$ cat src/rtl/sram_mem_controller.sv
// sram_mem_controller
//   Replaces on-chip data memory with an external 16-bit asynchronous SRAM.
//   Each 32-bit load/store becomes two 16-bit SRAM accesses (low half, then
//   high half). Each half is held for WAIT_CYCLES+1 cycles.
//
//   Handshake: the pipeline holds wr_en/rd_en, address and write_data stable
//   until it samples ready=1. ready is high in IDLE with no request pending
//   and in the single DONE cycle. The pipeline freezes on ~ready.
//
//   Optional feature: define SRAM_ADDR_CHECK_EN to reject requests outside
//   [BASE_ADDR, BASE_ADDR + 2^19). A rejected request goes straight to DONE
//   with an addr_err pulse and no SRAM activity. Without the macro addr_err
//   is tied low and addresses wrap modulo 2^19 bytes.
//
// Ports:
//   clk, rst          clock (rising edge), async active-high reset
//   wr_en, rd_en      store / load request (store wins if both are set)
//   address           byte address, word aligned
//   write_data        store data
//   read_data         load result, held until the next load completes
//   ready             no operation pending, or operation completing now
//   addr_err          address-range error pulse
//   sram_addr         SRAM half-word address {word, half}
//   sram_dq_out       data driven to SRAM
//   sram_dq_oe        DQ pad output enable
//   sram_dq_in        data returned from SRAM
//   sram_we_n         SRAM write strobe, active low
module sram_mem_controller #(
  parameter logic [31:0] BASE_ADDR   = 32'd1024,
  parameter int          WAIT_CYCLES = 1
) (
  input  logic        clk,
  input  logic        rst,
  input  logic        wr_en,
  input  logic        rd_en,
  input  logic [31:0] address,
  input  logic [31:0] write_data,
  output logic [31:0] read_data,
  output logic        ready,
  output logic        addr_err,
  output logic [17:0] sram_addr,
  output logic [15:0] sram_dq_out,
  output logic        sram_dq_oe,
  input  logic [15:0] sram_dq_in,
  output logic        sram_we_n
);

  localparam int CW = (WAIT_CYCLES > 0) ? $clog2(WAIT_CYCLES + 1) : 1;

  typedef enum logic [1:0] {IDLE, LO, HI, DONE} state_t;

  state_t          state, state_nx;
  logic [CW-1:0]   cnt;
  logic            op_wr;
  logic [16:0]     word_q;
  logic [31:0]     wdata_q;
  logic [15:0]     lo_q;
  logic [31:0]     off;
  logic            req;
  logic            last;
  logic            range_bad;
  logic            active;
  logic            half;
  logic            unused_bits;

  assign off  = address - BASE_ADDR;
  assign req  = wr_en | rd_en;
  // Final cycle of a half-access.
  assign last = (cnt == CW'(WAIT_CYCLES));

`ifdef SRAM_ADDR_CHECK_EN
  logic err_q;
  assign range_bad = (address < BASE_ADDR) || (off[31:19] != 13'd0);
  assign addr_err  = (state == DONE) && err_q;
`else
  assign range_bad = 1'b0;
  assign addr_err  = 1'b0;
`endif

  // Offset bits outside the SRAM word index are intentionally dropped.
  assign unused_bits = ^{off[31:19], off[1:0]};

  always_ff @(posedge clk or posedge rst) begin
    if (rst) begin
      state     <= IDLE;
      cnt       <= '0;
      op_wr     <= 1'b0;
      word_q    <= '0;
      wdata_q   <= '0;
      lo_q      <= '0;
      read_data <= '0;
`ifdef SRAM_ADDR_CHECK_EN
      err_q     <= 1'b0;
`endif
    end else begin
      state <= state_nx;
      case (state)
        IDLE: begin
          if (req) begin
            op_wr   <= wr_en;
            word_q  <= off[18:2];
            wdata_q <= write_data;
            cnt     <= '0;
`ifdef SRAM_ADDR_CHECK_EN
            err_q   <= range_bad;
`endif
            // A rejected load returns zero.
            if (range_bad && !wr_en) read_data <= '0;
          end
        end
        LO: begin
          if (last) begin
            cnt <= '0;
            if (!op_wr) lo_q <= sram_dq_in;
          end else begin
            cnt <= cnt + CW'(1);
          end
        end
        HI: begin
          if (last) begin
            cnt <= '0;
            if (!op_wr) read_data <= {sram_dq_in, lo_q};
          end else begin
            cnt <= cnt + CW'(1);
          end
        end
        DONE: begin
`ifdef SRAM_ADDR_CHECK_EN
          err_q <= 1'b0;
`endif
        end
        default: ;
      endcase
    end
  end

  always_comb begin
    state_nx = state;
    case (state)
      IDLE: if (req) state_nx = range_bad ? DONE : LO;
      LO:   if (last) state_nx = HI;
      HI:   if (last) state_nx = DONE;
      DONE: state_nx = IDLE;
      default: state_nx = IDLE;
    endcase
  end

  assign active      = (state == LO) || (state == HI);
  assign half        = (state == HI);
  assign ready       = (state == IDLE) ? ~req : (state == DONE);
  assign sram_addr   = {word_q, half};
  assign sram_dq_oe  = active & op_wr;
  assign sram_we_n   = ~(active & op_wr);
  assign sram_dq_out = sram_dq_oe ? (half ? wdata_q[31:16] : wdata_q[15:0]) : 16'h0000;

endmodule

$ cat config.mk
export PLATFORM = sky130hd
export DESIGN_NAME = sram_mem_controller
export DESIGN_NICKNAME = d
export VERILOG_FILES = /design/src/rtl/sram_mem_controller.sv
export SDC_FILE = /design/constraint.sdc
export NUM_CORES = 1
export LEC_CHECK = 0
export BUFFER_PORTS_ARGS = -buffer_cell sky130_fd_sc_hd__buf_2
export CORE_MARGIN = 3
export CORE_UTILIZATION = 25
export DETAILED_ROUTE_END_ITERATION = 10
export PLACE_DENSITY = 0.45
export SYNTH_ARGS = -nofsm -noshare
export SYNTH_HDL_FRONTEND = slang
export SYNTH_SLANG_ARGS = --single-unit
$ cat constraint.sdc
create_clock -name clk -period 6.2 [get_ports clk]
set_input_delay 0.93 -clock clk [delete_from_list [all_inputs] [get_ports clk]]
set_output_delay 0.93 -clock clk [all_outputs]
set_load 0.1 [all_outputs]
# After elaboration in Yosys (flattened, before gate mapping)
# Index checks and enable logic that the tools add are counted.
# word_totals
wordCells	39
in_bits	84
ff_bits	101
out_inout_bits	70
# op_classes
eq_ne	6
addsub	2
n_reduce_logical	9
mux	10
n_bitwise	5
# ops
op	count
2-to-1 mux 16 bit	2
subtractor 19 x 11 -> 19 bit (second input constant)	1
AND reduction 3 bit	3
one-hot mux 2 bit (4 select lines)	1
2-to-1 mux 2 bit	3
!= test 2 bit (second input constant)	3
equality test 2 bit (second input constant)	2
AND reduction 2 bit	2
2-to-1 mux 1 bit	3
inverter 1 bit	3
equality test 2 x 1 -> 1 bit (second input constant)	1
logical NOT 2 bit	1
one-hot mux 1 bit (2 select lines)	1
nonzero test 2 bit	1
OR reduction 2 bit	1
adder 1 bit (second input constant)	1
bitwise AND 1 bit	1
logical OR 1 bit	1
bitwise OR 1 bit	1

# Longest topological paths before layout
# Gate-level depths: netlist of run 1.
# logic_depth
ltp_word	4
mapped_depth	7
depth_no_buf	5

# Worst setup path after synthesis of run 1
# OpenSTA, ideal clock, no wires.
# synth_timing
path_type	reg-to-output
start	register state[0]
end	output sram_dq_out[10]
t_arrival_ns	3.031
setup_slack_ns	2.239
required_time_ns	5.270
n_path_buf	1
path_stages_with_launch	6
path_cell_list	dfrtp_1 inv_1 ha_1 nand2_1 clkbuf_1 nor2_1
# synth_via
elab_chain_len	4
elab_cells_between_ends	6
cone_classes	eq/ne: 2; mux: 2; bitwise: 1; reduce/logical: 1
# synth_lines
element	line_no	rtl
start: declaration	52	state_t state, state_nx;
start signal: assignment	96	state <= state_nx;
equality test 2 x 1 -> 1 bit / equality test 2 bit (equally long branches)	148, 149	
logical OR 1 bit	148	assign active = (state == LO) || (state == HI);
bitwise AND 1 bit	152	assign sram_dq_oe = active & op_wr;
2-to-1 mux 16 bit (*)	154	assign sram_dq_out = sram_dq_oe ? (half ? wdata_q[31:16] : wdata_q[15:0]) : 16'h0000;
end: declaration	42	output logic [15:0] sram_dq_out,
# Mark *: on every way between the ends. The rest lies on a longest branch, timed or not.

# Worst setup path in the final report of run 1
# layout_timing
start	register state[0]
end	output sram_dq_out[12]
# The elaborated chain is that of the path after synthesis.

==> flow_metrics.env, run 1 <==
export IMPL_clock_sinks=101
export IMPL_slowest_stage="nand2_1"
export IMPL_clock_pin_slew_on_the_worst_setup_and_hold_paths_ps=70
export IMPL_worstReg2RegEnd="cnt"
export IMPL_setup_reg_to_reg_worst_slack_ps=4060
export IMPL_yosys_cell_types_count=30
export IMPL_routed_via_count=3119
export IMPL_final_antenna_net_count=0
export IMPL_detail_route_wl_per_cell_um=13.4
export IMPL_grt_max_degree=59
export IMPL_min_to="wdata_q[0]"
export IMPL_finalNonFillerCells=745
export IMPL_layout_min_cycle_time_ps=3340
export IMPL_placement_rows=47
export IMPL_startpoint_of_the_most_critical_hold_path="wdata_q[0]"
export IMPL_critPathMaxFanout=18
export IMPL_cp_top_family="simple AND/OR/NAND/NOR gates"
export IMPL_start_util=0.256
export IMPL_clock_insertion_delay_worst_skew_ps=340
export IMPL_worstPathBufferInverterCount=2
export IMPL_via_per_inst=4.19
export IMPL_finClkSkew_ps=7.42
export IMPL_syn_area_um2=4250
export IMPL_path_class="flop to output port"
export IMPL_postCtsHoldBufs=0
export IMPL_globalRoute_totalOverflow=0
export IMPL_post_cts_buffers=0
export IMPL_timing_final_hold_violations=0
export IMPL_timing_critical_path_arrival_ps=2410
export IMPL_grt_pass1_vias=3218
export IMPL_finalNetCount=610
export IMPL_numPortBuffers=137
export IMPL_timing_setup_tns_ps=0
export IMPL_yosys_warnings=0
export IMPL_synth_yosys_seq_area_share=0.595
export IMPL_global_route_usage_total=0.110
export IMPL_final_max_slew_viol_count=0
export IMPL_antenna_found_initial=1
export IMPL_router_iterations_before_antenna_repair=5
export IMPL_post_place_cells=729
export IMPL_critical_path_max_stage_delay_ps=460
export IMPL_synth_ff_latch_count=101
export IMPL_syn_num_nets=478
export IMPL_wirelength_mm=10.0
export IMPL_async_reset_ff_frac=1.00
export IMPL_post_route_drc_count=0
export IMPL_post_route_cells_drive_above_1_share=0.406
export IMPL_place_detailed_hpwl_mm=6.93
export IMPL_most_common_layout_cells="buf_2, nand2_1, dfrtp_1"
export IMPL_cts_made_buffers=9
export IMPL_fmax_mhz=300
export IMPL_cts_resized_gates=0
export IMPL_hp_class="flop to flop"
export IMPL_i_o_pin_count=154
export IMPL_max_cap_violations=0
export IMPL_floorplan_die_area_um2=18600
export IMPL_rsz0062_at_grt="no"
export IMPL_post_route_period_util=0.538
export IMPL_timing_hold_worst_path_depth=2
export IMPL_syn_mean_instance_area_um2=10.9
export IMPL_die_height_um=136
export IMPL_design_core_area_um2=16600
export IMPL_syn_inst=388
export IMPL_grt_first_pass_wirelength_mm=16.1
export IMPL_gp_congestion=0.755
export IMPL_max_slew_worst_pin_slew_ps=1000
export IMPL_crit_path_cell_trace="inv_1 -> ha_1 -> nand2_1 -> nor2_1 -> buf_2"
export IMPL_synth_main_ff_cell="dfrtp_1"
export IMPL_start_kind="flop"
export IMPL_h_tree_depth=3
export IMPL_worst_endpoint_required_ps=5270
export IMPL_layout_cells_most_common="buf_2"
export IMPL_worst_max_slew_margin_expressed_relative_to_the_limit=0.333
export IMPL_synth_edff_count=0
export IMPL_ff2ff_path_depth=5
export IMPL_status="completed"
export IMPL_setup_ws_ps=2860
export IMPL_critPathCaptureType="output port"
export IMPL_syn2layout_area_growth_pct=29.2
export IMPL_clk_path_buf_depth=2
export IMPL_tritoncts_clock_tree="done"
export IMPL_die_w_um=136
export IMPL_reg2reg_launch_point="state[0]"
export IMPL_drt_first_iter_violations=136
export IMPL_cts_root_buffer="clkbuf_16"
export IMPL_finalSetupViolations=0
export IMPL_antenna_diode_count=0
export IMPL_dpl_worst_slack_ps=3120
-- tightest hold or removal path, delay by kind of cell (launching register included) --
family / cells / cell delay, ps
flops: 1 / 340
simple gates: 2 / 100
-- final cells by class --
| cell class | instances | area (um^2) |
|---|---|---|
| clock buffer | 10 | 229 |
| sequential | 101 | 2530 |
| inverter | 7 | 28.8 |
| tap | 220 | 275 |
| clock inverter | 6 | 93.8 |
| multi-input combinational | 260 | 1620 |
| fill | 1735 | 11100 |
| timing repair buffer | 141 | 716 |
-- kinds of logic (layout without fill, tap and decap cells) --
| kind of cell | after synthesis | count (layout) | share of synthesized area |
|---|---|---|---|
| multiplexers | 65 | 65 | 0.168 |
| flip-flops | 101 | 101 | 0.595 |
| other | 1 | 1 | 0.000883 |
| AO/OA/AOI/OAI | 19 | 19 | 0.0289 |
| XOR/XNOR | 1 | 1 | 0.00206 |
| AND/OR/NAND/NOR | 168 | 168 | 0.160 |
| buffers and inverters | 27 | 164 | 0.0274 |
| adder cells (fa/ha/maj) | 6 | 6 | 0.0177 |
-- worst max-delay path by stage --
stage	end	depth (start not counted)	from	slack, ps
after detailed placement	ready	4	rd_en	3120
after global placement	ready	4	rd_en	3130
after global routing	sram_dq_out[3]	5	state[0]	2690
after CTS	sram_dq_out[12]	5	state[0]	2800
final	sram_dq_out[12]	5	state[0]	2860
after floorplan	sram_dq_out[10]	5	state[0]	2240
-- cell usage after synthesis, drive strengths merged, types with 2 or more instances --
library cell,instances,area share
a211oi,2,0.0035
inv,7,0.0062
buf,8,0.011
dfrtp,101,0.60
ha,6,0.018
or4,4,0.0080
nand2,131,0.12
nand2b,3,0.0044
o21ai,6,0.0071
or3,3,0.0047
o31ai,2,0.0035
mux2,49,0.13
mux2i,16,0.038
nor2,22,0.019
clkbuf,12,0.011
a31oi,5,0.0074
-- per-stage QoR --
stage	util	hold WS, ps	cell area (um^2)
2_1_floorplan	-	445	4250
6_report	0.331	475	5490
4_1_cts	0.331	479	5490
3_5_place_dp	0.311	461	5160
5_1_grt	0.331	499	5490
3_3_place_gp	0.311	456	5160
-- flip-flops by register name, summed over array words and instances (netlist names) --
signal	cells
lo_q	16
read_data	32
op_wr	1
wdata_q	32
word_q	17
state	2
cnt	1
-- layer usage --
| layer | GRT usage | vias to the layer above | share of wire |
|---|---|---|---|
| met5 | 0 | - | 0.00070 |
| met4 | 0.0420 | 2 | 0.016 |
| met3 | 0.0352 | 16 | 0.073 |
| met2 | 0.171 | 99 | 0.44 |
| met1 | 0.144 | 1465 | 0.47 |
| li1 | - | 1537 | - |
Power of run 1 is left out: the tool's default activity adds up to more than one toggle a clock period on the data nets, which glitch-free logic cannot reach.
==> run 2, diff against run 1 <==
- clock period: 6.2 -> 3.12 ns (I/O delays scaled with it)
==> run 2 against run 1 <==
Critical path depth unchanged; clock skew down 0.68 ps; first-iteration DRC count down 17%; wire length down 0.36%; non-clock buffer count up 2; largest cell class unchanged; cell count up 0.27%; core utilization up 0.23 points; final area up 0.68%; hold slack worse by 230 ps.
==> flow_metrics.env, run 2 (synthesis results as in run 1) <==
export IMPL_fmax_mhz=357
export IMPL_worstPathBufferInverterCount=2
export IMPL_die_w_um=136
export IMPL_globalRoute_totalOverflow=0
export IMPL_postCtsHoldBufs=0
export IMPL_h_tree_depth=3
export IMPL_critPathMaxFanout=18
export IMPL_layout_cells_most_common="buf_2"
export IMPL_setup_ws_ps=316
export IMPL_antenna_diode_count=0
export IMPL_hp_class="input pin to async pin"
export IMPL_drt_first_iter_violations=113
export IMPL_grt_first_pass_wirelength_mm=15.8
export IMPL_tritoncts_clock_tree="done"
export IMPL_start_kind="flop"
export IMPL_rsz0062_at_grt="no"
export IMPL_global_route_usage_total=0.109
export IMPL_timing_final_hold_violations=0
export IMPL_post_cts_buffers=0
export IMPL_post_route_cells_drive_above_1_share=0.410
export IMPL_routed_via_count=3129
export IMPL_clock_sinks=101
export IMPL_status="completed"
export IMPL_multiInputGateArea_um2=1620
export IMPL_reg2reg_launch_point="state[0]"
export IMPL_cts_made_buffers=9
export IMPL_numPortBuffers=137
export IMPL_grt_max_degree=57
export IMPL_worst_max_slew_margin_expressed_relative_to_the_limit=0.455
export IMPL_dpl_worst_slack_ps=607
export IMPL_finalNetCount=612
export IMPL_gp_congestion=0.761
export IMPL_cts_resized_gates=0
export IMPL_post_route_period_util=0.899
export IMPL_worst_endpoint_required_ps=2650
export IMPL_via_per_inst=4.19
export IMPL_slowest_stage="buf_2"
export IMPL_syn2layout_area_growth_pct=30.1
export IMPL_layout_min_cycle_time_ps=2800
export IMPL_critical_path_max_stage_delay_ps=460
export IMPL_final_antenna_net_count=0
export IMPL_crit_path_cell_trace="inv_1 -> ha_1 -> nand2_1 -> nor2_1 -> buf_2"
export IMPL_path_class="flop to output port"
export IMPL_max_cap_violations=0
export IMPL_router_iterations_before_antenna_repair=5
export IMPL_finalNonFillerCells=747
export IMPL_design_core_area_um2=16600
export IMPL_finalSetupViolations=0
export IMPL_grt_pass1_vias=3024
export IMPL_i_o_pin_count=154
export IMPL_clock_pin_slew_on_the_worst_setup_and_hold_paths_ps=70
export IMPL_wirelength_mm=9.96
export IMPL_timing_setup_tns_ps=0
export IMPL_timing_critical_path_arrival_ps=2340
export IMPL_final_max_slew_viol_count=0
export IMPL_detail_route_wl_per_cell_um=13.3
export IMPL_critPathCaptureType="output port"
export IMPL_post_route_drc_count=0
export IMPL_cp_top_family="simple AND/OR/NAND/NOR gates"
export IMPL_largestRegisters="read_data: 32 flops, wdata_q: 32 flops, word_q: 17 flops"
export IMPL_antenna_found_initial=0
export IMPL_finClkSkew_ps=6.74
export IMPL_most_common_layout_cells="buf_2, nand2_1, dfrtp_1"
export IMPL_place_detailed_hpwl_mm=7.05
export IMPL_start_util=0.256
export IMPL_max_slew_worst_pin_slew_ps=815
export IMPL_cp_startpoint="state[1]"
export IMPL_clk_path_buf_depth=2
export IMPL_nFillCells=1765
export IMPL_ff_latch_area_um2=2530
export IMPL_die_height_um=136
export IMPL_cts_root_buffer="clkbuf_16"
export IMPL_post_place_cells=731
export IMPL_floorplan_die_area_um2=18600
export IMPL_placement_rows=47
export IMPL_clock_insertion_delay_worst_skew_ps=340
[run 2: per-layer routing]
metal,vias to the layer above,routed length (um),track usage
met2,102,4230,0.156
li1,1545,-,-
met5,-,0,0
met3,15,637,0.0296
met1,1467,4940,0.157
met4,0,154,0.0420
[run 2: layout make-up]
type,count,area share
Clock buffer,12,0.0483
Inverter,7,0.00521
Timing Repair Buffer,143,0.137
Multi-Input combinational cell,260,0.292
Clock inverter,4,0.00974
Sequential cell,101,0.458
Tap cell,220,0.0498
[run 2: worst paths after layout]
check	endpoint	slack (ps)	depth (start not counted)
worst max-delay path	sram_dq_out[12]	320	5
worst min-delay path	read_data[28]	240	2
worst max register to register	read_data[13]	1090	6
worst min register to register	word_q[5]	470	2
max in group asynchronous	lo_q[7]	2170	3
min in group clk	wdata_q[27]	310	3
[run 2: metrics by stage]
| stage | instance area [um^2] | utilization | hold WS, ps |
|---|---|---|---|
| 5_1_grt | 5520 | 0.333 | 305 |
| 3_5_place_dp | 5200 | 0.314 | 458 |
| 6_report | 5520 | 0.333 | 244 |
| 2_1_floorplan | 4250 | - | 445 |
| 3_3_place_gp | 5200 | 0.314 | 456 |
| 4_1_cts | 5520 | 0.333 | 268 |
Power of run 2 is left out for the same reason.
==> run 3, diff against run 2 <==
- ABC_AREA: unset -> 0
- CORE_UTILIZATION: 25 -> 30
- PLACE_DENSITY: 0.45 -> 0.52
==> run 3 against run 2 <==
Global-route usage grew 1.5 points; via count is 0.61% higher; core utilization increased by 6.8 points; non-clock buffer count did not move; critical path depth stayed put; cell count shrank 5.9%; die area shrank 16%; register-to-register slack gained 70 ps; wire length decreased by 3.7%; sequential share of layout area is 0.67 points higher; setup slack improved by 52 ps; largest cell class unchanged.
==> flow_metrics.env, run 3 (synthesis results as in run 1) <==
export IMPL_status="completed"
export IMPL_worst_max_slew_margin_expressed_relative_to_the_limit=0.479
export IMPL_most_common_layout_cells="buf_2, nand2_1, dfrtp_1"
export IMPL_largestRegisters="read_data: 32 flops, wdata_q: 32 flops, word_q: 17 flops"
export IMPL_critPathCaptureType="output port"
export IMPL_router_iterations_before_antenna_repair=4
export IMPL_cts_made_buffers=9
export IMPL_die_w_um=125
export IMPL_tritoncts_clock_tree="done"
export IMPL_timing_setup_tns_ps=0
export IMPL_h_tree_depth=3
export IMPL_layout_cell_area_non_filler_um2=5440
export IMPL_clock_insertion_delay_worst_skew_ps=340
export IMPL_max_slew_worst_pin_slew_ps=780
export IMPL_finalSetupViolations=0
export IMPL_finClkSkew_ps=2.30
export IMPL_grt_max_degree=49
export IMPL_floorplan_die_area_um2=15600
export IMPL_place_detailed_hpwl_mm=6.79
export IMPL_post_route_period_util=0.882
export IMPL_rsz0062_at_grt="no"
export IMPL_layout_cells_most_common="buf_2"
export IMPL_gp_congestion=0.774
export IMPL_cts_root_buffer="clkbuf_16"
export IMPL_design_core_area_um2=13600
export IMPL_grt_pass1_vias=3157
export IMPL_finalNetCount=612
export IMPL_routed_via_count=3148
export IMPL_drt_first_iter_violations=168
export IMPL_die_height_um=125
export IMPL_clk_path_buf_depth=2
export IMPL_start_kind="flop"
export IMPL_placed_area_um2=5130
export IMPL_detail_route_wl_per_cell_um=13.6
export IMPL_placement_rows=42
export IMPL_post_route_drc_count=0
export IMPL_nFillCells=1346
export IMPL_layout_min_cycle_time_ps=2750
export IMPL_path_class="flop to output port"
export IMPL_critPathMaxFanout=18
export IMPL_post_cts_buffers=0
export IMPL_wirelength_mm=9.59
export IMPL_antenna_found_initial=1
export IMPL_postCtsHoldBufs=0
export IMPL_start_util=0.313
export IMPL_clock_pin_slew_on_the_worst_setup_and_hold_paths_ps=70
export IMPL_i_o_pin_count=154
export IMPL_global_route_usage_total=0.124
export IMPL_antenna_diode_count=0
export IMPL_worst_endpoint_required_ps=2650
export IMPL_clock_sinks=101
export IMPL_globalRoute_totalOverflow=0
export IMPL_timing_final_hold_violations=0
export IMPL_numPortBuffers=137
export IMPL_final_antenna_net_count=0
export IMPL_syn2layout_area_growth_pct=28.2
export IMPL_post_route_cells_drive_above_1_share=0.410
export IMPL_fmax_mhz=363
export IMPL_max_cap_violations=0
export IMPL_final_max_slew_viol_count=0
export IMPL_timing_critical_path_arrival_ps=2280
export IMPL_via_per_inst=4.48
export IMPL_grt_first_pass_wirelength_mm=15.8
export IMPL_cts_resized_gates=0
export IMPL_hp_class="input pin to async pin"
[run 3: changes by cell type in the layout (fill, tap and decap cells not counted)]
cell	previous run	this run
buf_12	2	1
buf_4	4	5
clkbuf_8	3	0
clkinv_4	0	3
clkinvlp_4	2	0
inv_6	1	3
[run 3: per-stage QoR]
stage	std cells	worst slack (ps)	hold slack, ps	utilization
detailed placement	687	712	457	0.379
global placement	687	780	456	0.379
CTS	703	315	100	0.401
global route	703	206	122	0.401
finish	703	368	106	0.401
floorplan	388	-129	445	-
[run 3: layer usage]
metal  GRT usage  vias up  routed length (um)
li1            -     1535                   -
met3      0.0461       10                 721
met5           0        -                   7
met2       0.180      106                4130
met1       0.175     1495                4640
met4      0.0325        2                  94
[run 3: critical path, cell delays in order, from the launching register on]
cell	delay, ps
dfrtp_1	400
inv_1	90
ha_1	340
nand2_1	420
nor2_1	240
buf_2	450
[run 3: path summary, 6_finish.rpt]
| check | to | slack (ps) | startpoint | depth (start not counted) |
|---|---|---|---|---|
| max | sram_dq_out[1] | 370 | state[1] | 5 |
| min | wdata_q[30] | 110 | rst | 2 |
| max reg2reg | state[1] | 1160 | state[0] | 5 |
| min reg2reg | word_q[5] | 470 | word_q[5] | 2 |
| max in group asynchronous | word_q[13] | 2310 | rst | 3 |
| min in group clk | wdata_q[19] | 310 | write_data[19] | 3 |
[run 3: cell type report]
| class | instances | area (um^2) | area share |
|---|---|---|---|
| flip-flops and latches | 101 | 2530 | 0.464 |
| inverters | 7 | 28.8 | 0.00529 |
| well taps | 176 | 220 | 0.0405 |
| repair buffers | 143 | 743 | 0.137 |
| multi-input cells | 260 | 1620 | 0.297 |
| clock buffers | 9 | 225 | 0.0414 |
| clock inverters | 7 | 82.6 | 0.0152 |
Power of run 3 is left out for the same reason.
